`src/rtl/next_block_queue_pkg.sv`:
```
// -----------------------------------------------------------------------------
// next_block_queue_pkg
// Shared tetris definitions used by the next-block queue and its storage:
//   - playfield / color widths, shared with the rest of the game
//   - block_info_t : one queued piece (bitmaps, color, rotation, spawn x/y)
//   - refill_state_t : refill FSM encoding
//   - GEN_LATENCY_DEFAULT : default generator latency
// -----------------------------------------------------------------------------
package next_block_queue_pkg;

    // Widths shared with the game's global definitions.
    localparam int TETRIS_COLORS_WIDTH = 3;
    localparam int FIELD_COL_CNT_WIDTH = 4;
    localparam int FIELD_ROW_CNT_WIDTH = 5;

    localparam int BLK_X_WIDTH = FIELD_COL_CNT_WIDTH + 1;
    localparam int BLK_Y_WIDTH = FIELD_ROW_CNT_WIDTH + 1;

    // Clock edges from the generator enable pulse until its outputs settle.
    localparam int GEN_LATENCY_DEFAULT = 3;

    typedef struct packed {
        logic [63:0]                     data;     // four 4x4 rotation bitmaps
        logic [TETRIS_COLORS_WIDTH-1:0]  color;    // 0 = background, never valid
        logic [1:0]                      rotation;
        logic signed [BLK_X_WIDTH-1:0]   x;
        logic signed [BLK_Y_WIDTH-1:0]   y;
    } block_info_t;

    typedef enum logic [1:0] {
        ST_IDLE    = 2'd0,
        ST_PULSE   = 2'd1,
        ST_WAIT    = 2'd2,
        ST_CAPTURE = 2'd3
    } refill_state_t;

endpackage

```
`src/rtl/next_block_queue_if.sv`:
```
// -----------------------------------------------------------------------------
// next_block_queue_if
// Bundles the generator handshake, the head/preview block outputs and the
// game-side controls of next_block_queue.
//   master : the queue itself (drives gen_en_o, blk_*, preview_*)
//   slave  : the environment (generator + game FSM)
// -----------------------------------------------------------------------------
interface next_block_queue_if;
    import next_block_queue_pkg::*;

    // Generator side
    logic                            gen_en_o;
    logic [63:0]                     gen_data_i;
    logic [TETRIS_COLORS_WIDTH-1:0]  gen_color_i;
    logic [1:0]                      gen_rotation_i;
    logic signed [BLK_X_WIDTH-1:0]   gen_x_i;
    logic signed [BLK_Y_WIDTH-1:0]   gen_y_i;

    // Game side
    logic                            flush_i;
    logic                            blk_valid_o;
    logic                            blk_ready_i;
    logic [63:0]                     blk_data_o;
    logic [TETRIS_COLORS_WIDTH-1:0]  blk_color_o;
    logic [1:0]                      blk_rotation_o;
    logic signed [BLK_X_WIDTH-1:0]   blk_x_o;
    logic signed [BLK_Y_WIDTH-1:0]   blk_y_o;
    logic                            preview_valid_o;
    logic [63:0]                     preview_data_o;
    logic [TETRIS_COLORS_WIDTH-1:0]  preview_color_o;

    modport master (
        output gen_en_o,
        input  gen_data_i, gen_color_i, gen_rotation_i, gen_x_i, gen_y_i,
        input  flush_i, blk_ready_i,
        output blk_valid_o, blk_data_o, blk_color_o, blk_rotation_o,
        output blk_x_o, blk_y_o,
        output preview_valid_o, preview_data_o, preview_color_o
    );

    modport slave (
        input  gen_en_o,
        output gen_data_i, gen_color_i, gen_rotation_i, gen_x_i, gen_y_i,
        output flush_i, blk_ready_i,
        input  blk_valid_o, blk_data_o, blk_color_o, blk_rotation_o,
        input  blk_x_o, blk_y_o,
        input  preview_valid_o, preview_data_o, preview_color_o
    );

endinterface

```
`src/rtl/block_info_shiftq.sv`:
```
// -----------------------------------------------------------------------------
// block_info_shiftq
// DEPTH-entry shift queue of block_info_t. Entry 0 is the head, entry 1 the
// preview. A pop shifts every entry down by one; a push writes at the first
// free slot (accounting for a simultaneous pop). Unused slots are held at 0 so
// the head/preview outputs read 0 whenever they are not valid.
// Ports:
//   clk_i, rst_n_i            clock, asynchronous active-low reset
//   push_i, push_data_i       write one entry at the tail
//   pop_i                     drop the head (ignored when empty)
//   flush_i                   clear the queue; overrides push and pop
//   count_o                   number of valid entries
//   head_o / head_valid_o     entry 0 (registered)
//   preview_o / preview_valid_o entry 1 (registered)
// -----------------------------------------------------------------------------
module block_info_shiftq
    import next_block_queue_pkg::*;
#(
    parameter  int DEPTH = 2,
    localparam int CNT_W = $clog2(DEPTH + 1)
) (
    input  logic              clk_i,
    input  logic              rst_n_i,
    input  logic              push_i,
    input  block_info_t       push_data_i,
    input  logic              pop_i,
    input  logic              flush_i,
    output logic [CNT_W-1:0]  count_o,
    output block_info_t       head_o,
    output logic              head_valid_o,
    output block_info_t       preview_o,
    output logic              preview_valid_o
);

    block_info_t      entry_q [DEPTH];
    block_info_t      entry_d [DEPTH];
    logic [CNT_W-1:0] count_q;
    logic [CNT_W-1:0] count_d;
    logic [CNT_W-1:0] wr_idx;
    logic             pop_eff;
    logic             head_valid_q;
    logic             preview_valid_q;

    // A pop request against an empty queue is dropped.
    assign pop_eff = pop_i && (count_q != '0);
    // With a concurrent pop the tail moves down one slot before the write.
    assign wr_idx  = count_q - CNT_W'(pop_eff);

    always_comb begin
        count_d = count_q;
        if (flush_i) begin
            count_d = '0;
        end else begin
            count_d = count_q + CNT_W'(push_i) - CNT_W'(pop_eff);
        end
    end

    genvar gi;
    generate
        for (gi = 0; gi < DEPTH; gi++) begin : g_entry
            block_info_t shifted;
            if (gi == DEPTH - 1) begin : g_top
                assign shifted = pop_eff ? '0 : entry_q[gi];
            end else begin : g_mid
                assign shifted = pop_eff ? entry_q[gi+1] : entry_q[gi];
            end
            assign entry_d[gi] = flush_i                               ? '0          :
                                 (push_i && (wr_idx == CNT_W'(gi)))    ? push_data_i :
                                                                         shifted;
        end
    endgenerate

    always_ff @(posedge clk_i or negedge rst_n_i) begin
        if (!rst_n_i) begin
            for (int i = 0; i < DEPTH; i++) begin
                entry_q[i] <= '0;
            end
            count_q         <= '0;
            head_valid_q    <= 1'b0;
            preview_valid_q <= 1'b0;
        end else begin
            for (int i = 0; i < DEPTH; i++) begin
                entry_q[i] <= entry_d[i];
            end
            count_q         <= count_d;
            head_valid_q    <= (count_d != '0);
            preview_valid_q <= (count_d >= CNT_W'(2));
        end
    end

    assign count_o         = count_q;
    assign head_o          = entry_q[0];
    assign head_valid_o    = head_valid_q;
    assign preview_o       = entry_q[1];
    assign preview_valid_o = preview_valid_q;

    // The refill FSM never requests while the queue is full.
    a_no_push_when_full: assert property (@(posedge clk_i) disable iff (!rst_n_i)
        !(push_i && !flush_i && !pop_eff && (count_q == CNT_W'(DEPTH))));

endmodule

```
`src/rtl/next_block_queue.sv`:
```
// -----------------------------------------------------------------------------
// next_block_queue
// Keeps DEPTH upcoming tetris pieces ready for the game FSM. A refill FSM
// requests a new piece from the generator (one-cycle gen_en_o pulse), waits
// GEN_LATENCY edges for it to settle, then captures it into the storage queue.
// With REROLL_EN a piece whose color repeats the previous one is requested
// once more; the second sample is always taken.
// Ports:
//   clk_i    clock (rising edge)
//   rst_n_i  asynchronous active-low reset
//   bus      next_block_queue_if.master: generator handshake, head/preview
//            block outputs, blk_ready_i pop handshake, flush_i
// -----------------------------------------------------------------------------
module next_block_queue
    import next_block_queue_pkg::*;
#(
    parameter  int DEPTH       = 2,
    parameter  int GEN_LATENCY = GEN_LATENCY_DEFAULT,
    parameter  int REROLL_EN   = 1,
    localparam int CNT_W       = $clog2(DEPTH + 1)
) (
    input  logic                clk_i,
    input  logic                rst_n_i,
    next_block_queue_if.master  bus
);

    localparam int WAIT_CW   = $clog2(GEN_LATENCY + 1);
    localparam int WAIT_LAST = (GEN_LATENCY > 1) ? GEN_LATENCY - 2 : 0;

    refill_state_t                  state_q;
    logic                           gen_en_q;
    logic [WAIT_CW-1:0]             wait_cnt_q;
    logic [TETRIS_COLORS_WIDTH-1:0] last_color_q;
    logic                           rerolled_q;

    block_info_t      sample;
    block_info_t      head;
    block_info_t      preview;
    logic             head_valid;
    logic             preview_valid;
    logic [CNT_W-1:0] count;
    logic             reroll_hit;
    logic             capture_push;
    logic             pop;

    assign sample = '{data:     bus.gen_data_i,
                      color:    bus.gen_color_i,
                      rotation: bus.gen_rotation_i,
                      x:        bus.gen_x_i,
                      y:        bus.gen_y_i};

    // One re-request per slot; rerolled_q is cleared once the slot is filled.
    assign reroll_hit   = (REROLL_EN != 0) && (sample.color == last_color_q) && !rerolled_q;
    assign capture_push = (state_q == ST_CAPTURE) && !reroll_hit && !bus.flush_i;
    assign pop          = bus.blk_ready_i && head_valid;

    // Refill FSM. It handles a single request at a time, so in IDLE there is
    // never a request in flight and the occupancy check reduces to count.
    always_ff @(posedge clk_i or negedge rst_n_i) begin
        if (!rst_n_i) begin
            state_q      <= ST_IDLE;
            gen_en_q     <= 1'b0;
            wait_cnt_q   <= '0;
            last_color_q <= '0;
            rerolled_q   <= 1'b0;
        end else if (bus.flush_i) begin
            // Abandon any outstanding request; its late result is never sampled.
            state_q      <= ST_IDLE;
            gen_en_q     <= 1'b0;
            wait_cnt_q   <= '0;
            last_color_q <= '0;
            rerolled_q   <= 1'b0;
        end else begin
            gen_en_q <= 1'b0;
            case (state_q)
                ST_IDLE: begin
                    if (count < CNT_W'(DEPTH)) begin
                        state_q  <= ST_PULSE;
                        gen_en_q <= 1'b1;
                    end
                end
                ST_PULSE: begin
                    wait_cnt_q <= '0;
                    state_q    <= (GEN_LATENCY > 1) ? ST_WAIT : ST_CAPTURE;
                end
                ST_WAIT: begin
                    if (wait_cnt_q == WAIT_CW'(WAIT_LAST)) begin
                        wait_cnt_q <= '0;
                        state_q    <= ST_CAPTURE;
                    end else begin
                        wait_cnt_q <= wait_cnt_q + 1'b1;
                    end
                end
                ST_CAPTURE: begin
                    if (reroll_hit) begin
                        rerolled_q <= 1'b1;
                        state_q    <= ST_PULSE;
                        gen_en_q   <= 1'b1;
                    end else begin
                        last_color_q <= sample.color;
                        rerolled_q   <= 1'b0;
                        state_q      <= ST_IDLE;
                    end
                end
                default: state_q <= ST_IDLE;
            endcase
        end
    end

    block_info_shiftq #(
        .DEPTH (DEPTH)
    ) u_shiftq (
        .clk_i           (clk_i),
        .rst_n_i         (rst_n_i),
        .push_i          (capture_push),
        .push_data_i     (sample),
        .pop_i           (pop),
        .flush_i         (bus.flush_i),
        .count_o         (count),
        .head_o          (head),
        .head_valid_o    (head_valid),
        .preview_o       (preview),
        .preview_valid_o (preview_valid)
    );

    assign bus.gen_en_o        = gen_en_q;
    assign bus.blk_valid_o     = head_valid;
    assign bus.blk_data_o      = head.data;
    assign bus.blk_color_o     = head.color;
    assign bus.blk_rotation_o  = head.rotation;
    assign bus.blk_x_o         = head.x;
    assign bus.blk_y_o         = head.y;
    assign bus.preview_valid_o = preview_valid;
    assign bus.preview_data_o  = preview.data;
    assign bus.preview_color_o = preview.color;

endmodule

```
`src/flat_wrapper.sv`:
```
// flat-port wrapper written by rule: the top's interface ports become plain ports
module next_block_queue_flat import next_block_queue_pkg::*;
#(
    parameter  int DEPTH       = 2,
    parameter  int GEN_LATENCY = GEN_LATENCY_DEFAULT,
    parameter  int REROLL_EN   = 1,
    localparam int CNT_W       = $clog2(DEPTH + 1)
)
  (clk_i, rst_n_i, bus_gen_en_o, bus_gen_data_i, bus_gen_color_i, bus_gen_rotation_i, bus_gen_x_i, bus_gen_y_i, bus_flush_i, bus_blk_ready_i, bus_blk_valid_o, bus_blk_data_o, bus_blk_color_o, bus_blk_rotation_o, bus_blk_x_o, bus_blk_y_o, bus_preview_valid_o, bus_preview_data_o, bus_preview_color_o);
  next_block_queue_if bus_i ();
  input  logic clk_i;
  input  logic rst_n_i;
  output wire logic [$bits(bus_i.gen_en_o)-1:0] bus_gen_en_o;
  input wire logic [$bits(bus_i.gen_data_i)-1:0] bus_gen_data_i;
  input wire logic [$bits(bus_i.gen_color_i)-1:0] bus_gen_color_i;
  input wire logic [$bits(bus_i.gen_rotation_i)-1:0] bus_gen_rotation_i;
  input wire logic [$bits(bus_i.gen_x_i)-1:0] bus_gen_x_i;
  input wire logic [$bits(bus_i.gen_y_i)-1:0] bus_gen_y_i;
  input wire logic [$bits(bus_i.flush_i)-1:0] bus_flush_i;
  input wire logic [$bits(bus_i.blk_ready_i)-1:0] bus_blk_ready_i;
  output wire logic [$bits(bus_i.blk_valid_o)-1:0] bus_blk_valid_o;
  output wire logic [$bits(bus_i.blk_data_o)-1:0] bus_blk_data_o;
  output wire logic [$bits(bus_i.blk_color_o)-1:0] bus_blk_color_o;
  output wire logic [$bits(bus_i.blk_rotation_o)-1:0] bus_blk_rotation_o;
  output wire logic [$bits(bus_i.blk_x_o)-1:0] bus_blk_x_o;
  output wire logic [$bits(bus_i.blk_y_o)-1:0] bus_blk_y_o;
  output wire logic [$bits(bus_i.preview_valid_o)-1:0] bus_preview_valid_o;
  output wire logic [$bits(bus_i.preview_data_o)-1:0] bus_preview_data_o;
  output wire logic [$bits(bus_i.preview_color_o)-1:0] bus_preview_color_o;
  assign bus_gen_en_o = bus_i.gen_en_o;
  assign bus_i.gen_data_i = bus_gen_data_i;
  assign bus_i.gen_color_i = bus_gen_color_i;
  assign bus_i.gen_rotation_i = bus_gen_rotation_i;
  assign bus_i.gen_x_i = bus_gen_x_i;
  assign bus_i.gen_y_i = bus_gen_y_i;
  assign bus_i.flush_i = bus_flush_i;
  assign bus_i.blk_ready_i = bus_blk_ready_i;
  assign bus_blk_valid_o = bus_i.blk_valid_o;
  assign bus_blk_data_o = bus_i.blk_data_o;
  assign bus_blk_color_o = bus_i.blk_color_o;
  assign bus_blk_rotation_o = bus_i.blk_rotation_o;
  assign bus_blk_x_o = bus_i.blk_x_o;
  assign bus_blk_y_o = bus_i.blk_y_o;
  assign bus_preview_valid_o = bus_i.preview_valid_o;
  assign bus_preview_data_o = bus_i.preview_data_o;
  assign bus_preview_color_o = bus_i.preview_color_o;
  next_block_queue #(.DEPTH(DEPTH), .GEN_LATENCY(GEN_LATENCY), .REROLL_EN(REROLL_EN)) u_core (.clk_i(clk_i), .rst_n_i(rst_n_i), .bus(bus_i));
endmodule
```
`config.mk`:
```
export PLATFORM = sky130hd
export DESIGN_NAME = next_block_queue_flat
export DESIGN_NICKNAME = d
export VERILOG_FILES = /design/src/rtl/next_block_queue_pkg.sv /design/src/rtl/next_block_queue_if.sv /design/src/rtl/block_info_shiftq.sv /design/src/rtl/next_block_queue.sv /design/src/flat_wrapper.sv
export SDC_FILE = /design/constraint.sdc
export NUM_CORES = 1
export LEC_CHECK = 0
export ABC_AREA = 1
export BUFFER_PORTS_ARGS = -buffer_cell sky130_fd_sc_hd__buf_4
export CAP_MARGIN = 30
export CORE_MARGIN = 2
export CORE_UTILIZATION = 42
export DETAILED_ROUTE_END_ITERATION = 16
export HOLD_SLACK_MARGIN = 0.12
export PLACE_DENSITY = 0.69
export SETUP_SLACK_MARGIN = 0.4
export SYNTH_ARGS = -nofsm -noshare
export SYNTH_HDL_FRONTEND = slang
export SYNTH_SLANG_ARGS = --single-unit
```
`constraint.sdc`:
```
create_clock -name clk_i -period 2.1 [get_ports clk_i]
set_input_delay 0.42 -clock clk_i [delete_from_list [all_inputs] [get_ports clk_i]]
set_output_delay 0.42 -clock clk_i [all_outputs]
set_load 0.005 [all_outputs]
```
== Word level (Yosys, flattened, before mapping) ==
Cells that the tools add are included.

* Register bits: 173
* Input port bits: 84

* $add $sub $neg: 4
* $lt $le $gt $ge: 2
* Eq/ne operators: 9
* Multiplexer cells: 24
* Reductions and logical operators: 20

{| class="wikitable"
|+ Operator list
! cell !! number
|-
| 2-to-1 mux 80 bit || 6
|-
| 2-to-1 mux 2 bit || 6
|-
| 2-to-1 mux 3 bit || 3
|-
| nonzero test 3 bit || 3
|-
| one-hot mux 2 bit (4 select lines) || 1
|-
| logical AND 1 bit || 7
|-
| equality test 2 x 1 -> 1 bit, second input constant || 3
|-
| 2-to-1 mux 1 bit || 6
|-
| inequality test 3 x 2 -> 1 bit, second input constant || 2
|-
| nonzero test 2 bit || 3
|-
| equality test 2 bit, second input constant || 2
|-
| zero test 2 bit || 2
|-
| one-hot mux 2 bit (2 select lines) || 1
|-
| AND reduction 2 bit || 2
|-
| subtractor 2 x 1 -> 2 bit || 2
|-
| equality test 3 bit || 1
|-
| zero test 1 bit || 3
|-
| adder 2 x 1 -> 2 bit || 1
|-
| adder 2 x 1 -> 2 bit, second input constant || 1
|-
| >= comparator 2 bit, second input constant || 1
|-
| less-than comparator 2 bit, second input constant || 1
|-
| inequality test 2 bit, second input constant || 1
|-
| one-hot mux 1 bit (2 select lines) || 1
|}

== Logic depth before layout (Yosys ltp) ==
* Depth after elaboration: 9
* Gate-level depth with buffers: 13
* Gate-level depth less buffers: 12

== Modules after synthesis ==
Synthesis repeated with hierarchy kept, for this count alone.

* Cells, all modules: 1067
* Area, all modules: 8172.8 sq um

{| class="wikitable"
|+ Modules (own cells, without submodules)
! module !! instances !! cells each !! area each (sq um)
|-
| block_info_shiftq || 1 || 991 || 7608.5
|-
| next_block_queue || 1 || 76 || 564.3
|}

== Least setup slack after synthesis ==
Ideal clock, no wire load.

* Kind: register to register
* Start: register u_core.state_q[0]
* End: register u_core.u_shiftq.head_valid_q (netlist: u_core.u_shiftq.head_valid_o)
* Library setup time: 131 ps
* Arrival time: 2050 ps
* Data required time: 1969 ps
* Setup slack: -80 ps
* Cell stages (with the launch flop): 12
* Buffers on the path: 2
* Path through: dfrtp_1 > ha_1 > inv_1 > nor2_1 > buf_2 > buf_1 > nand2_1 > ha_1 > inv_1 > ha_1 > nor2_1 > o22ai_1

* Cells in the longest elaborated chain, start to end: 7

{| class="wikitable"
|+ Ends and longest elaborated chain
! what !! line !! text
|-
| start: declaration || next_block_queue.sv:30 || <nowiki>refill_state_t state_q;</nowiki>
|-
| start signal: assignment || next_block_queue.sv:84 || <nowiki>state_q <= (GEN_LATENCY > 1) ? ST_WAIT : ST_CAPTURE;</nowiki>
|-
| equality test 2 bit || next_block_queue.sv:54 || <nowiki>assign capture_push = (state_q == ST_CAPTURE) && !reroll_hit && !bus.flush_i;</nowiki>
|-
| logical AND 1 bit (2 in a row) || next_block_queue.sv:54 ||
|-
| adder 2 x 1 -> 2 bit || block_info_shiftq.sv:54 || <nowiki>count_d = count_q + CNT_W'(push_i) - CNT_W'(pop_eff);</nowiki>
|-
| subtractor 2 x 1 -> 2 bit || block_info_shiftq.sv:54 ||
|-
| 2-to-1 mux 2 bit || block_info_shiftq.sv:51 || <nowiki>if (flush_i) begin</nowiki>
|-
| nonzero test 2 bit || block_info_shiftq.sv:86 || <nowiki>head_valid_q <= (count_d != '0);</nowiki>
|-
| end signal: assignment || block_info_shiftq.sv:86 ||
|-
| end: declaration || block_info_shiftq.sv:41 || <nowiki>logic head_valid_q;</nowiki>
|}

Every way passes these cells.
A chain may end at the register's enable or synchronous reset.

== Final worst setup path ==
* Start: register u_core.u_shiftq.count_q[0] (netlist: u_core.u_shiftq.count_o[0])
* End: register u_core.u_shiftq.entry_q (netlist bit u_core.u_shiftq.head_o[62])

* Cells in the longest elaborated chain, start to end: 7
* Elaborated cells between the ends (all ways): 8

{| class="wikitable"
|+ Ends and longest elaborated chain
! what !! line !! text
|-
| start: declaration || block_info_shiftq.sv:37 || <nowiki>logic [CNT_W-1:0] count_q;</nowiki>
|-
| start signal: assignment || block_info_shiftq.sv:85 || <nowiki>count_q <= count_d;</nowiki>
|-
| nonzero test 2 bit || block_info_shiftq.sv:45 || <nowiki>assign pop_eff = pop_i && (count_q != '0);</nowiki>
|-
| logical AND 1 bit || block_info_shiftq.sv:45 ||
|-
| subtractor 2 x 1 -> 2 bit || block_info_shiftq.sv:47 || <nowiki>assign wr_idx = count_q - CNT_W'(pop_eff);</nowiki>
|-
| zero test 2 bit || block_info_shiftq.sv:68 || <nowiki>(push_i && (wr_idx == CNT_W'(gi))) ? push_data_i :</nowiki>
|-
| logical AND 1 bit || block_info_shiftq.sv:68 ||
|-
| 2-to-1 mux 80 bit || block_info_shiftq.sv:68 ||
|-
| 2-to-1 mux 80 bit || block_info_shiftq.sv:67 || <nowiki>assign entry_d[gi] = flush_i ? '0 :</nowiki>
|-
| end signal: indexed assignment || block_info_shiftq.sv:83 || <nowiki>entry_q[i] <= entry_d[i];</nowiki>
|-
| end: declaration || block_info_shiftq.sv:35 || <nowiki>block_info_t entry_q [DEPTH];</nowiki>
|}

Several ways; a longest one is shown, not always the timed one.

==> run summary <==
CP delay by family, top: buffers and inverters
worst clock skew: 0.0128 ns
First-pass DRT Iterations: 5
crit path DAT: 2.30 ns
Layout area overhead: 51.8%
Routed WL per cell: 19.1 um
Root Buffer: clkbuf_16
top cell type's share of synthesized area: 50.5%
TritonCTS clock tree: done
minimum clock period: 1.98 ns
Peak Freq: 506 MHz
Final Hold Viols: 0
Buf/Inv on CP: 5
worst vdd ir: 0.571 mV
post-layout util: 64.6%
initial antenna violation count: 0
Rel. slew slack: 63.7%
Max Transition Viols Final: 0
worst-path maximum fanout: 10
max-cap violations: 0
Die ar.: 0.0216 mm2
Post-synth top flop: dfrtp_1
reg-to-reg setup timing slack: 0.12 ns
Initial Util: 42.5%
Sw Pwr: 0.00246 W
GPL Wtd Cong: 0.814
Critical Path Source Type: register
via count: 8487
top cells by area, synth: dfrtp_1, nand2_1, buf_4
most instantiated cells after synthesis: nand2_1, dfrtp_1, nand3_1
slowest stage delay, CP: 0.36 ns
outcome: finished clean
CP max-delay cell: dfrtp_1
Async S/R FF share, synth: 100%
Final Setup Violations: 0
H-tree levels: 4
Synth cell types: 22
Post-route DRC: 0
fillcell total: 1679
fin nets: 1420
Leakage: 7.31 nW
Antenna Nets Post-Route: 0
switching share of power: 28.7%
Vias/cell: 5.26
most frequent CP cell: nand2_1
Clk pwr share: 39.4%
Max Buffers Root-to-Sink: 2
Mapped Avg Cell Area: 7.66 um2
first-pass GRT wire length: 43.9 mm
Post-synth EDFFs: 0
slew at the pin closest to its max-slew limit: 0.545 ns
clock buffer count from CTS: 17
Gate Count Post-Synth: 1120
CTS sink cnt: 173
Worst-path clk slew: 0.07 ns
area of the mapped netlist: 0.00858 mm2
Detailed Place HPWL: 16.7 mm
Combinational Power Share: 19.9%
Die W: 147 um
WS Path Type: reg -> reg
FP Rows: 52
Worst setup EP type: register
Hold WC Path Type: in -> reg
most frequent cell after synthesis: nand2_1
crit path cell chain: inv_2 -> buf_4 -> ha_4 -> xor2_4 -> nor2_4 -> nand3_4 -> buf_6 -> buf_12 -> buf_12 -> nand2_1 -> nand2_1 -> nand2_1 -> nand2_1
RSZ-0062 raised after global routing: yes
initial drt markers: 691
clk_lat worst skew: 0.44 ns
All-Layer GR Usage: 25.8%
PD cells: 659 mW/mm2
Multi-input gate area: 0.00410 mm2
gr ovfl total: 0
syn nets: 1211
Core ar.: 0.0202 mm2
Buffers on Ports: 233
routed wire length: 30.8 mm
io pins: 234
crit share post-route: 94.2%
yosys warns: 0
sequential power share: 40.7%
Die Ht: 147 um
share of cells above drive strength 1: 38.7%
Synth Register Bits: 173
CP Data Required Time: 2.42 ns
antenna cell count: 0
sequential area share after synthesis: 50.5%
setup_tns: 0 ns
register area: 0.00433 mm2
vias in the first global route: 7818
cell type with the largest total area after synthesis: dfrtp_1
Internal: 0.00612 W
largest net degree at the start of global routing: 60
[logic make-up after synthesis]
| kind of cell | after synthesis | synth area share [%] |
|---|---|---|
| xor+xnor | 2 | 0.204 |
| buf+inv | 166 | 10.5 |
| flops | 173 | 50.5 |
| compound gates | 17 | 1.14 |
| fa+ha+maj | 7 | 1.02 |
| simple gates | 755 | 36.7 |
[power groups by stage]
stage	combinational (W)	sequential [W]	clock, W
final	0.00171	0.00349	0.00338
after global routing	0.00182	0.00350	0.00356
after CTS	0.00147	0.00349	0.00342
after detailed placement	0.00126	0.00356	0
after global placement	0.00124	0.00356	0
after floorplan	0.000633	0.00355	0
[cells in the final DEF (no fill, tap or decap), drive strengths merged]
cell type,count
bufinv,3
inv,27
buf,317
nand4,80
nor2,14
a32oi,1
xor2,1
dlygate4sd3,1
a21oi,4
o21ai,8
nand2,575
nor3,1
ha,7
clkinvlp,4
o22ai,4
dfrtp,173
clkinv,4
xnor2,1
nand3,85
clkbuf,32
[worst reg2reg max path: stages, from the launching register on]
cell and delay [ns]:
dfrtp_1 0.36, inv_2 0.06, buf_4 0.14, ha_4 0.17, xor2_4 0.16, nor2_4 0.15, nand3_4 0.11, buf_6 0.14
buf_12 0.14, buf_12 0.15, nand2_1 0.08, nand2_1 0.06, nand2_1 0.08, nand2_1 0.05
[through the flow]
step	setup slack, ns	cell area (um2)	total power, W	hold slack, ns	instances
finish	0.122	13000	0.00858	0.190	1612
floorplan	0.190	8980	0.00418	0.124	1120
detailed placement	0.0532	10700	0.00481	0.432	1516
CTS	0.212	12100	0.00839	0.182	1583
global placement	0.0765	10700	0.00480	0.426	1516
global route	0.0297	13000	0.00888	0.187	1612
[metal layers]
| layer | track usage [%] | routed length [um] |
|---|---|---|
| met1 | 35.8 | 12800 |
| met2 | 41.3 | 14900 |
| met3 | 4.72 | 2270 |
| met4 | 8.37 | 805 |
| met5 | 0 | 0 |
[final cells by class]
cell class,count,share of cell area (%)
Clock buffer,19,3.40
Clock inverter,13,1.38
Inverter,23,0.980
Multi-Input combinational cell,781,31.4
Sequential cell,173,33.2
Tap cell,270,2.59
Timing Repair Buffer,331,26.7
Timing Repair inverter,2,0.221
[final timing paths]
kind                                             from  cells past startpoint                            end
max                        u_core.u_shiftq.count_o[0]                     13     u_core.u_shiftq.head_o[62]
min                                bus_gen_data_i[45]                      3  u_core.u_shiftq.preview_o[61]
max reg2reg                u_core.u_shiftq.count_o[0]                     13     u_core.u_shiftq.head_o[62]
min reg2reg                u_core.u_shiftq.head_o[48]                      2     u_core.u_shiftq.head_o[48]
max in group asynchronous                     rst_n_i                      3   u_core.u_shiftq.preview_o[7]
min in group asynchronous                     rst_n_i                      2      u_core.u_shiftq.head_o[3]
[sequential cells by signal (all words and copies together) (netlist names)]
| signal | count |
|---|---|
| u_core.u_shiftq.preview_valid_o | 1 |
| u_core.u_shiftq.head_valid_o | 1 |
| u_core.last_color_q | 3 |
| u_core.u_shiftq.preview_o | 80 |
| u_core.rerolled_q | 1 |
| u_core.state_q | 2 |
| u_core.u_shiftq.count_o | 2 |
| u_core.wait_cnt_q | 2 |
| u_core.bus.gen_en_o | 1 |
| u_core.u_shiftq.head_o | 80 |
[timing repair]
action	in CTS	in global routing
resized for setup	46	146
setup buffers	21	11
setup endpoints to repair	164	169
hold endpoints to repair	47	0
hold buffers	1	0
cloned	13	18
pin swaps	7	22
No activity file was read; power rests on OpenSTA's default activity.
